**src/rtl/cpu_run_ctrl.sv**
```systemverilog
// Run controller for a small CPU core: loads an 8-word program into instruction memory, then
// resets the core and issues RUN_CYCLES instructions. Define CPU_RUN_CTRL_SINGLE_STEP_EN for single-step.
module cpu_run_ctrl #(
   parameter int unsigned RUN_CYCLES = 8
) (
   input  logic       clk,
   input  logic       reset,
   input  logic       load_start,
   input  logic       load_valid,
   input  logic [2:0] load_data,
   output logic       load_ready,
   input  logic       run_start,
   input  logic       abort,
`ifdef CPU_RUN_CTRL_SINGLE_STEP_EN
   input  logic       step_req,
`endif
   output logic       imem_we,
   output logic [2:0] imem_addr,
   output logic [2:0] imem_wdata,
   output logic       core_reset,
   output logic       core_en,
   output logic       busy,
   output logic       done,
   output logic [3:0] exec_count
);

   localparam int unsigned AW = 3;
   localparam int unsigned CW = 4;
   localparam logic [CW-1:0] LAST_CNT = CW'(RUN_CYCLES - 1);
   localparam logic [AW-1:0] LAST_PTR = {AW{1'b1}};

   typedef enum logic [2:0] {
      S_IDLE,
      S_LOAD,
      S_CLR,
      S_RUN,
      S_DONE
   } state_t;

   state_t         state;
   state_t         state_nxt;
   logic [AW-1:0]  wr_ptr;
   logic           issue_ok;

`ifdef CPU_RUN_CTRL_SINGLE_STEP_EN
   // One issue slot in the cycle after each rising edge of step_req
   logic step_q;
   logic step_edge;

   always_ff @(posedge clk or posedge reset) begin
      if (reset) begin
         step_q    <= 1'b0;
         step_edge <= 1'b0;
      end else begin
         step_q    <= step_req;
         step_edge <= step_req & ~step_q;
      end
   end

   assign issue_ok = step_edge;
`else
   assign issue_ok = 1'b1;
`endif

   // State register
   always_ff @(posedge clk or posedge reset) begin
      if (reset) begin
         state <= S_IDLE;
      end else begin
         state <= state_nxt;
      end
   end

   // Next-state logic
   always_comb begin
      state_nxt = state;
      unique case (state)
         S_IDLE, S_DONE: begin
            if (load_start) begin
               state_nxt = S_LOAD;
            end else if (run_start) begin
               state_nxt = S_CLR;
            end
         end
         S_LOAD: begin
            if (abort || (imem_we && (wr_ptr == LAST_PTR))) begin
               state_nxt = S_IDLE;
            end
         end
         S_CLR: state_nxt = S_RUN;
         S_RUN: begin
            if (abort) begin
               state_nxt = S_IDLE;
            end else if (core_en && (exec_count == LAST_CNT)) begin
               state_nxt = S_DONE;
            end
         end
         default: state_nxt = S_IDLE;
      endcase
   end

   // Outputs decoded from state; the write port follows load_valid within the cycle
   always_comb begin
      load_ready = 1'b0;
      imem_we    = 1'b0;
      imem_addr  = '0;
      imem_wdata = '0;
      core_reset = 1'b0;
      core_en    = 1'b0;
      busy       = 1'b0;
      done       = 1'b0;
      unique case (state)
         S_LOAD: begin
            busy       = 1'b1;
            load_ready = 1'b1;
            if (load_valid) begin
               imem_we    = 1'b1;
               imem_addr  = wr_ptr;
               imem_wdata = load_data;
            end
         end
         S_CLR: begin
            busy       = 1'b1;
            core_reset = 1'b1;
         end
         S_RUN: begin
            busy    = 1'b1;
            core_en = issue_ok;
         end
         S_DONE:  done = 1'b1;
         default: ;
      endcase
   end

   // Write pointer and issued-instruction counter
   always_ff @(posedge clk or posedge reset) begin
      if (reset) begin
         wr_ptr     <= '0;
         exec_count <= '0;
      end else begin
         if ((state == S_LOAD) && abort) begin
            wr_ptr <= '0;
         end else if (imem_we) begin
            wr_ptr <= wr_ptr + AW'(1);
         end
         if (state == S_CLR) begin
            exec_count <= '0;
         end else if (core_en) begin
            exec_count <= exec_count + CW'(1);
         end
      end
   end

endmodule

```
**config.mk**
```make
export PLATFORM = sky130hd
export DESIGN_NAME = cpu_run_ctrl
export DESIGN_NICKNAME = d
export VERILOG_FILES = /design/src/rtl/cpu_run_ctrl.sv
export SDC_FILE = /design/constraint.sdc
export NUM_CORES = 1
export LEC_CHECK = 0
export CORE_AREA = 10 10 62 64
export CTS_BUF_LIST = sky130_fd_sc_hd__clkbuf_4 sky130_fd_sc_hd__clkbuf_8
export CTS_CLUSTER_SIZE = 12
export DETAILED_ROUTE_END_ITERATION = 7
export DIE_AREA = 0 0 72 74
export GPL_TIMING_DRIVEN = 1
export PLACE_DENSITY = 0.54
export RECOVER_POWER = 100
export SKIP_CTS_REPAIR_TIMING = 1
export SLEW_MARGIN = 20
export SYNTH_ARGS = -nofsm -noshare
export SYNTH_HDL_FRONTEND = slang
export SYNTH_SLANG_ARGS = --single-unit
export TNS_END_PERCENT = 50
```
**constraint.sdc**
```tcl
create_clock -name clk -period 3.42 [get_ports clk]
set_input_delay 0.342 -clock clk [delete_from_list [all_inputs] [get_ports clk]]
set_output_delay 0.342 -clock clk [all_outputs]
set_load 0.02 [all_outputs]
```
# After elaboration in Yosys (flattened, before gate mapping)
# Index checks and enable logic that the tools add are counted.
[totals] register_bits=10 output_inout_bits=16
[classes] n_addsub=2 n_eq_ne=9 muxes=21 n_reduce_logical=10
[op_table] op="3-bit 2-to-1 mux" count=11
[op_table] op="3-bit case mux with 4 select lines" count=1
[op_table] op="4-bit 2-to-1 mux" count=2
[op_table] op="1-bit 2-to-1 mux" count=7
[op_table] op="3-bit by 2-bit equality test with 1-bit output (second input constant)" count=2
[op_table] op="3-bit equality test (second input constant)" count=2
[op_table] op="3-bit != test (second input constant)" count=2
[op_table] op="4-bit by 1-bit adder with 4-bit output (second input constant)" count=1
[op_table] op="4-bit by 3-bit equality test with 1-bit output (second input constant)" count=1
[op_table] op="2-bit nonzero test" count=2
[op_table] op="3-bit by 1-bit adder with 3-bit output (second input constant)" count=1
[op_table] op="3-bit by 1-bit equality test with 1-bit output (second input constant)" count=1
[op_table] op="1-bit logical AND" count=3
[op_table] op="3-bit logical NOT" count=1
[op_table] op="3-bit AND reduction" count=1
[op_table] op="3-bit OR reduction" count=1
[op_table] op="2-bit != test (second input constant)" count=1
[op_table] op="2-bit OR reduction" count=1
[op_table] op="1-bit logical OR" count=1

# Logic depth before layout (Yosys ltp)
[depth] ltp_word=6 mapped_depth=5 mapped_depth_nobuf=5

# Worst setup path before layout
# OpenSTA, ideal clock, no wires.
[synth_timing] path_kind="register to output" start="register state[0]" end="output port imem_addr[0]" arrival_ps=1167 setup_slack_ps=1911 path_stages_with_launch=5 path_buffers=2 path_cell_list="dfrtp_1 > buf_4 > nor4bb_1 > buf_2 > and2_1"
[synth_between] elab_chain_cells=2
[synth_rtl] element="start, declared" line_no="40" text="state_t state;"
[synth_rtl] element="start signal, assigned" line_no="70" text="state <= state_nxt;"
[synth_rtl] element="3-bit by 1-bit equality test with 1-bit output" line_no="112" text="unique case (state)"
[synth_rtl] element="3-bit 2-to-1 mux" line_no="112"
[synth_rtl] element="end, declared" line_no="18" text="output logic [2:0] imem_addr,"
# Every way passes these cells.

# Worst setup path in the final report
[layout_timing] start="input port load_valid" end="output port imem_addr[0]"
[layout_between] elab_chain_cells=2
[layout_rtl] element="start, declared" line_no="9" text="input logic load_valid,"
[layout_rtl] element="3-bit 2-to-1 mux" line_no="116" text="if (load_valid) begin"
[layout_rtl] element="3-bit 2-to-1 mux" line_no="112"
# Every way passes these cells.

==> results.py <==
metrics = {
    "placed_design": {
        "dpl.hpwl_mm": 1.32,
        "port-buffer-count": 24,
        "place_congestion": 0.791,
        "pre_cts_ws_ps": 993,
        "placed_cells": 120,
    },
    "layout": {
        "antenna_cells": 0,
        "drive_gt1_share_pct": 7.53,
        "finalNetCount": 106,
        "fillers": 286,
        "area_delta_synth_final_pct": 51.9,
        "final_cells": 124,
    },
    "synthesis": {
        "synth_nets": 78,
        "synth_area_leaders": "dfrtp_1, and2_1, ha_1",
        "yosysWarnings": 0,
        "synth_enable_flop_cells": 0,
        "synthArstFlopShare_pct": 100,
        "yosys_most_used_dff": "dfrtp_1",
        "syn_area_um2": 593,
        "synth_top_area_share_pct": 42.2,
        "synth_area_leader_cell": "dfrtp_1",
        "syn_inst": 66,
        "ys_seq_area_share_pct": 42.2,
        "yosysUniqueCellTypes": 28,
        "synthTopCellsByCount": "dfrtp_1, nand2_1, and2_1",
        "synth_seq_cells": 10,
        "synth.most_common_cell": "dfrtp_1",
        "syn_avg_cell_area_um2": 8.99,
    },
    "sta": {
        "relSlewSlack_pct": 73.8,
        "period_needed_ps": 2560,
        "maxSlewViolCount": 0,
        "fmax_mhz": 391,
        "tightest_slew_ps": 392,
        "setup_tns_ps": 0,
        "rsz0062_at_grt": "false",
        "final.period_utilization_pct": 74.8,
        "setup_violations": 0,
        "hold_viol": 0,
        "postLayoutSetupSlackWorst_ps": 862,
        "clock_skew_ps": 1.55,
    },
    "clock_tree": {
        "clk_path_buf_depth": 2,
        "cts_root_buf": "clkbuf_4",
        "cts_tree": "yes",
        "clock-sinks": 10,
        "cts_max_level": 1,
        "path_clk_slew_ps": 70,
        "clock_latency_ps": 270,
        "cts_buffers": 3,
    },
    "detailed_routing": {
        "drt_iter0_markers": 18,
        "ant_nets": 0,
        "wl_mm": 1.61,
        "vias_per_cell": 4.52,
        "vias": 561,
        "routedWlPerCell_um": 12.9,
        "drc": 0,
        "first_pass_iters": 4,
    },
    "job": {
        "drv_cap": 0,
    },
    "critical_path": {
        "r2r-start": "state[0]",
        "rrSetupSlack_ps": 1960,
        "r2r_end": "wr_ptr[1]",
        "required_ps": 3080,
        "cp-end-kind": "primary output",
        "cp_max_fo": 8,
        "path_class": "in2out",
        "crit_arrival_ps": 2220,
        "startpoint_type": "primary input",
        "r2r_cells": 4,
    },
    "pwr": {
        "p_per_area_nw_per_um2": 765,
        "p_leak_nw": 0.432,
        "ir_worst_vdd_v": 0.000236,
    },
    "grt": {
        "grt_use_total_pct": 6.62,
        "grt_pass1_wl_mm": 2.93,
        "overflow": 0,
        "antenna_found_initial": 0,
        "grt_max_degree": 11,
        "grt_pass1_vias": 639,
    },
    "run_status": {
        "status": "complete, no violations",
    },
    "min_path": {
        "hold_path.class": "in2async",
    },
    "die": {
        "die_w_um": 72,
        "core-area_um2": 2660,
        "boundaryPins": 25,
        "dieHeight_um": 74,
        "rows": 19,
        "die-area_um2": 5330,
        "initial_core_util_pct": 22.3,
    },
}
[how the worst max path moves through the flow]
stage	end	from
detailed placement	imem_addr[0]	load_valid
finish	imem_addr[0]	load_valid
floorplan	imem_addr[0]	state[0]
global placement	imem_addr[0]	load_valid
global route	imem_addr[0]	load_valid
CTS	imem_addr[0]	load_valid
[per-layer routing]
metal	vias up	wire, um	track usage (%)
li1	284	-	-
met1	259	717	7.34
met2	16	740	10.9
met3	2	143	3.06
met4	0	4	2.58
met5	-	0	0
[placed cells by master (no fill, tap or decap)]
cell type | synthesis | final
dlygate4sd3_1 | 0 | 18
dfrtp_1 | 10 | 10
nand2_1 | 8 | 8
and2_1 | 7 | 7
nor2_1 | 6 | 6
clkdlybuf4s50_1 | 0 | 6
nor2b_1 | 3 | 3
nand3_1 | 3 | 3
o21ai_0 | 2 | 3
o21ai_1 | 4 | 3
ha_1 | 3 | 3
clkbuf_4 | 0 | 3
inv_1 | 1 | 2
a21oi_1 | 2 | 2
and3b_1 | 1 | 1
o2bb2ai_1 | 1 | 1
nand2b_1 | 1 | 1
or3_1 | 1 | 1
o311ai_0 | 0 | 1
or3b_1 | 0 | 1
a211o_1 | 1 | 1
nor3b_1 | 1 | 1
nand3_2 | 1 | 1
clkinvlp_2 | 0 | 1
nor4bb_1 | 1 | 1
a211oi_1 | 1 | 1
a32o_1 | 1 | 1
a31oi_1 | 1 | 1
clkbuf_8 | 0 | 1
buf_4 | 1 | 1
[final cells by class]
cell class | instances | area (um2) | area share, %
tap | 31 | 38.8 | 4.31
clock buffer | 4 | 36.3 | 4.03
multi-input combinational | 51 | 315 | 35.0
inverter | 3 | 12.5 | 1.39
sequential | 10 | 250 | 27.8
timing repair buffer | 25 | 248 | 27.5
[per-stage QoR]
stage | instance area [um2] | power (mW) | utilization (%) | hold WS [ps]
floorplan | 593 | 0.460 | - | 182
global placement | 867 | 0.625 | 32.6 | 514
detailed placement | 867 | 0.627 | 32.6 | 517
CTS | 903 | 0.741 | 33.9 | 366
global route | 901 | 0.757 | 33.8 | 531
finish | 901 | 0.689 | 33.8 | 491
[worst max-delay path: stages]
cell and delay [ps]:
dlygate4sd3_1 650, nor4bb_1 230, buf_4 180, and2_1 140, dlygate4sd3_1 680
[state kept, by name, indices dropped and copies added, names as in the netlist]
name,flops
state,3
wr_ptr,3
exec_count,4
[power by group]
part / internal, mW / switching [mW] / leakage, nW
clock: 0.0646 / 0.0435 / 0.0210
sequential: 0.165 / 0.0570 / 0.129
combinational: 0.163 / 0.195 / 0.282
total: 0.393 / 0.296 / 0.432
[logic make-up after synthesis]
logic type,Yosys count,synth area share (%)
simple gates,34,32.1
compound gates,14,15.2
flops,10,42.2
buf+inv,5,4.22
fa+ha+maj,3,6.33
Power figures use the tool's default switching activity.
